## src/rtl/my_cnt.sv

```systemverilog
// my_cnt -- parameterised N-bit synchronous up-counter with modulus wrap.
//
// Counts enabled clock cycles from 0 to MODULUS-1, then wraps to 0. A
// synchronous clear has priority over the enable. The terminal-count flag is
// combinational so it can drive the enable of a following cascaded stage
// without adding a cycle of latency per stage.
//
// Parameters:
//   N        counter width in bits (1..32)
//   MODULUS  sequence length (2..2**N); the count runs 0..MODULUS-1
//
// Ports:
//   clk   in   rising-edge clock
//   clr   in   synchronous active-high clear (cnt <= 0, wrap <= 0)
//   ena   in   count enable
//   cnt   out  current count, straight from the register
//   tc    out  ena & (cnt == MODULUS-1), combinational
//   wrap  out  registered one-cycle pulse after the count wrapped to 0

module my_cnt #(
  parameter int unsigned     N       = 4,
  parameter longint unsigned MODULUS = longint'(1) << N
) (
  input  logic         clk,
  input  logic         clr,
  input  logic         ena,
  output logic [N-1:0] cnt,
  output logic         tc,
  output logic         wrap
);

  // Largest value the count may legally hold. For MODULUS == 2**N this is
  // all-ones, so the wrap below is the natural N-bit rollover.
  localparam logic [N-1:0] last_val = N'(MODULUS - 1);

  // The counter has no asynchronous reset; it is undefined after power-up
  // until the first edge that samples clr high.
  always_ff @(posedge clk) begin
    // NOTE: sequential state is updated with <= so every register samples
    // the pre-edge value of cnt; blocking = here would create ordering races.
    if (clr) begin
      cnt  <= '0;
      wrap <= 1'b0;
    end else if (ena) begin
      // ">=" rather than "==" so an out-of-range value (e.g. after an upset)
      // recovers to 0 on the next enabled edge instead of running on.
      if (cnt >= last_val) begin
        cnt  <= '0;
        wrap <= 1'b1;
      end else begin
        cnt  <= cnt + N'(1);
        wrap <= 1'b0;
      end
    end else begin
      wrap <= 1'b0;
    end
  end

  // Deliberately independent of clr: clr reaches the outputs only through
  // the register, so there is no combinational clr-to-output path.
  assign tc = ena & (cnt == last_val);

endmodule

```

## config.mk

```make
export PLATFORM = sky130hd
export DESIGN_NAME = my_cnt
export DESIGN_NICKNAME = d
export VERILOG_FILES = /design/src/rtl/my_cnt.sv
export SDC_FILE = /design/constraint.sdc
export NUM_CORES = 1
export LEC_CHECK = 0
export CORE_AREA = 2 2 39 41
export CTS_CLUSTER_SIZE = 30
export DETAILED_ROUTE_END_ITERATION = 7
export DIE_AREA = 0 0 41 43
export GPL_ROUTABILITY_DRIVEN = 1
export HOLD_SLACK_MARGIN = 0.1
export PLACE_DENSITY_LB_ADDON = 0.05
export SLEW_MARGIN = 5
export SYNTH_ARGS = -nofsm -noshare
export SYNTH_HDL_FRONTEND = slang
export SYNTH_SLANG_ARGS = --single-unit
```

## constraint.sdc

```tcl
create_clock -name clk -period 1.2 [get_ports clk]
set_clock_uncertainty 0.05 [all_clocks]
set_input_delay 0.3 -clock clk [delete_from_list [all_inputs] [get_ports clk]]
set_output_delay 0.3 -clock clk [all_outputs]
set_load 0.02 [all_outputs]
```

==> metrics <==
global-route usage over all layers=0.105; count of buffers from port buffering=8; initial standard-cell utilization of the core=0.152; termination of the worst setup path=tc; Antenna Cells=0; Boundary Pins=9; initial antenna violation count=0; layout cell share with drive strength beyond 1=0.578; final max-slew violation count=0; number of unique standard cell types used by synthesis=14; pin count of the biggest net entering global routing=7; gate count of the mapped netlist=22; Post-Synthesis Cell Area=210 um^2; CTS tree=built; Final Hold Fails=0; worst endpoint required time=0.85 ns; number of placed instances with taps included=53; outcome=finished, violations left; transition at the pin with the smallest max-transition slack=0.157 ns; vias in the first global route=237; share of synthesized area occupied by flip-flops and latches=0.476; worst-case register-to-register setup slack=0.05 ns; DRT antenna net count=0; leakage dissipation=0.206 nW; H-tree depth=1; crit path capture type=output pin; full die area=1760 um^2; maximum count of clock buffers along a single path=2; worst hold path depth=4; global route overflow=0; Clock Root Buffer=clkbuf_4; ratio of routed vias to standard cells=4.21; nets=50; chip height=43 um; Rows=14; startpoint of the worst-slack reg-to-reg timing path=cnt[1]; CTS sink count=5; capture point of the worst reg-to-reg path=cnt[3]; number of optimization iterations in the first detailed-route pass=4; WL/cell=around 11 um; Final setup viols=3; post-synthesis net count=26; origin of the worst setup path=cnt[0]; clock network latency to the later pin of the worst-skew pair=0.24 ns; vias=257; power density over cell area=about 1000 nW/um^2; core area=1380 um^2; arrival time worst endpoint=1.05 ns; number of DRC violations after detailed routing=0; number of violations reported at the end of detailed-routing iteration 0=5; worst hold-check path type=in2reg; Max Freq=716 MHz; kind of critical path=reg2out; flops & latches, synth=5; setup repair after global routing missed its margin=true; die width=41 um; Final Worst Setup Slack=-0.197 ns; relative max-transition margin=0.894; summed negative setup slack over all endpoints=-0.393 ns; Maximum Capacitance Violations=0; number of cells traversed by the worst register-to-register path=6; post-DP HPWL=491 um; final estimated routing congestion in global placement=0.757; warning count from the yosys run=0; number of buffers added to fix hold violations after cts=0; category of the worst setup path launch point=flop; violations in the final reports=setup timing; average instance area after synthesis=9.55 um^2; post-route clock period utilization=1.16; area overhead of the layout relative to synthesis=123%; TritonCTS buffer count=3; Tmin final=1.40 ns; WL final=677 um; peak fanout along the critical path=2; largest vdd supply drop=294 uV; post-CTS clock slew at the launch and capture registers of the worst setup and hold paths=0.05 ns; first-pass GRT wire length=roughly 1.1 mm; count of non-filler cells in the finished layout=61
-- layout make-up --
| cell class | count | area [um^2] |
|---|---|---|
| clock buffers | 4 | 26.3 |
| fillers | 149 | 915 |
| multi-input cells | 17 | 129 |
| flip-flops and latches | 5 | 109 |
| well taps | 16 | 20.0 |
| repair buffers | 19 | 185 |
-- where the power goes --
group | switching [W] | internal (W)
clock network | 0.0000746 | 0.000126
logic | 0.0000357 | 0.0000542
registers | 0.00000527 | 0.000171
total | 0.000116 | 0.000352
-- stage by stage --
step | total power (W) | utilization | instance area (um^2) | setup slack [ns] | hold WS (ns)
final | 0.000467 | 0.339 | 469 | -0.197 | 0.544
after global routing | 0.000501 | 0.339 | 469 | -0.250 | 0.581
after CTS | 0.000477 | 0.329 | 455 | -0.251 | 0.533
after detailed placement | 0.000241 | 0.271 | 375 | -0.745 | 0.571
after global placement | 0.000240 | 0.271 | 375 | -0.749 | 0.558
after floorplan | 0.000200 | - | 223 | 0.00227 | 0.309
-- per-layer routing --
metal	GRT usage	vias up	part of all wire
li1	-	126	-
met1	0.129	120	0.39
met2	0.131	9	0.50
met3	0.0419	2	0.099
met4	0.100	0	0.0059
met5	0	-	0
-- flip-flops by register name (all words and copies together) (netlist names) --
signal / count
cnt: 4
wrap: 1
-- cell usage after synthesis --
master	instances	share of area
nand3_1	2	0.048
dfxtp_1	5	0.48
ha_1	1	0.060
and4_1	1	0.042
nand3b_1	1	0.036
and2b_1	1	0.036
nand2_1	1	0.018
nand2b_1	1	0.030
a21oi_1	2	0.048
xor2_1	1	0.042
nor3_1	1	0.024
mux2i_1	1	0.048
a41oi_1	1	0.042
nor2_1	3	0.054
-- worst min path at each step --
stage | start | to | slack [ns]
detailed placement | cnt[1] | cnt[1] | 0.57
floorplan | clr | cnt[0] | 0.31
finish | ena | cnt[1] | 0.54
global route | ena | cnt[1] | 0.58
global placement | cnt[1] | cnt[1] | 0.56
CTS | ena | cnt[1] | 0.53
-- kinds of logic after synthesis --
logic type / Yosys count / share of synthesized area
adder cells (fa/ha/maj): 1 / 0.0595
multiplexers: 1 / 0.0476
AO/OA/AOI/OAI: 3 / 0.0893
XOR/XNOR: 1 / 0.0417
AND/OR/NAND/NOR: 11 / 0.286
flip-flops: 5 / 0.476
-- what timing repair did --
action                                  in CTS  in global routing
buffers inserted                             4                  1
gates resized for setup                     37                  7
endpoints found under the setup margin       6                  7
pin swaps                                    1                  4
-- layout by cell type, fill, tap and decap left out, drive strengths merged --
cell and n:
nor2 3, buf 16, a21oi 2, nor3 1
a41oi 1, nand3 2, ha 1, mux2i 1
nand2 1, xor2 1, clkbuf 5, dfxtp 5
and2b 1, dlygate4sd2 1, nand2b 1, clkdlybuf4s50 1
nand3b 1, and4 1
-- worst max-delay path: stages (launching register included) --
cell	delay, ns
dfxtp_4	0.35
ha_4	0.13
and4_4	0.21
buf_6	0.11
Power figures use the tool's default switching activity.
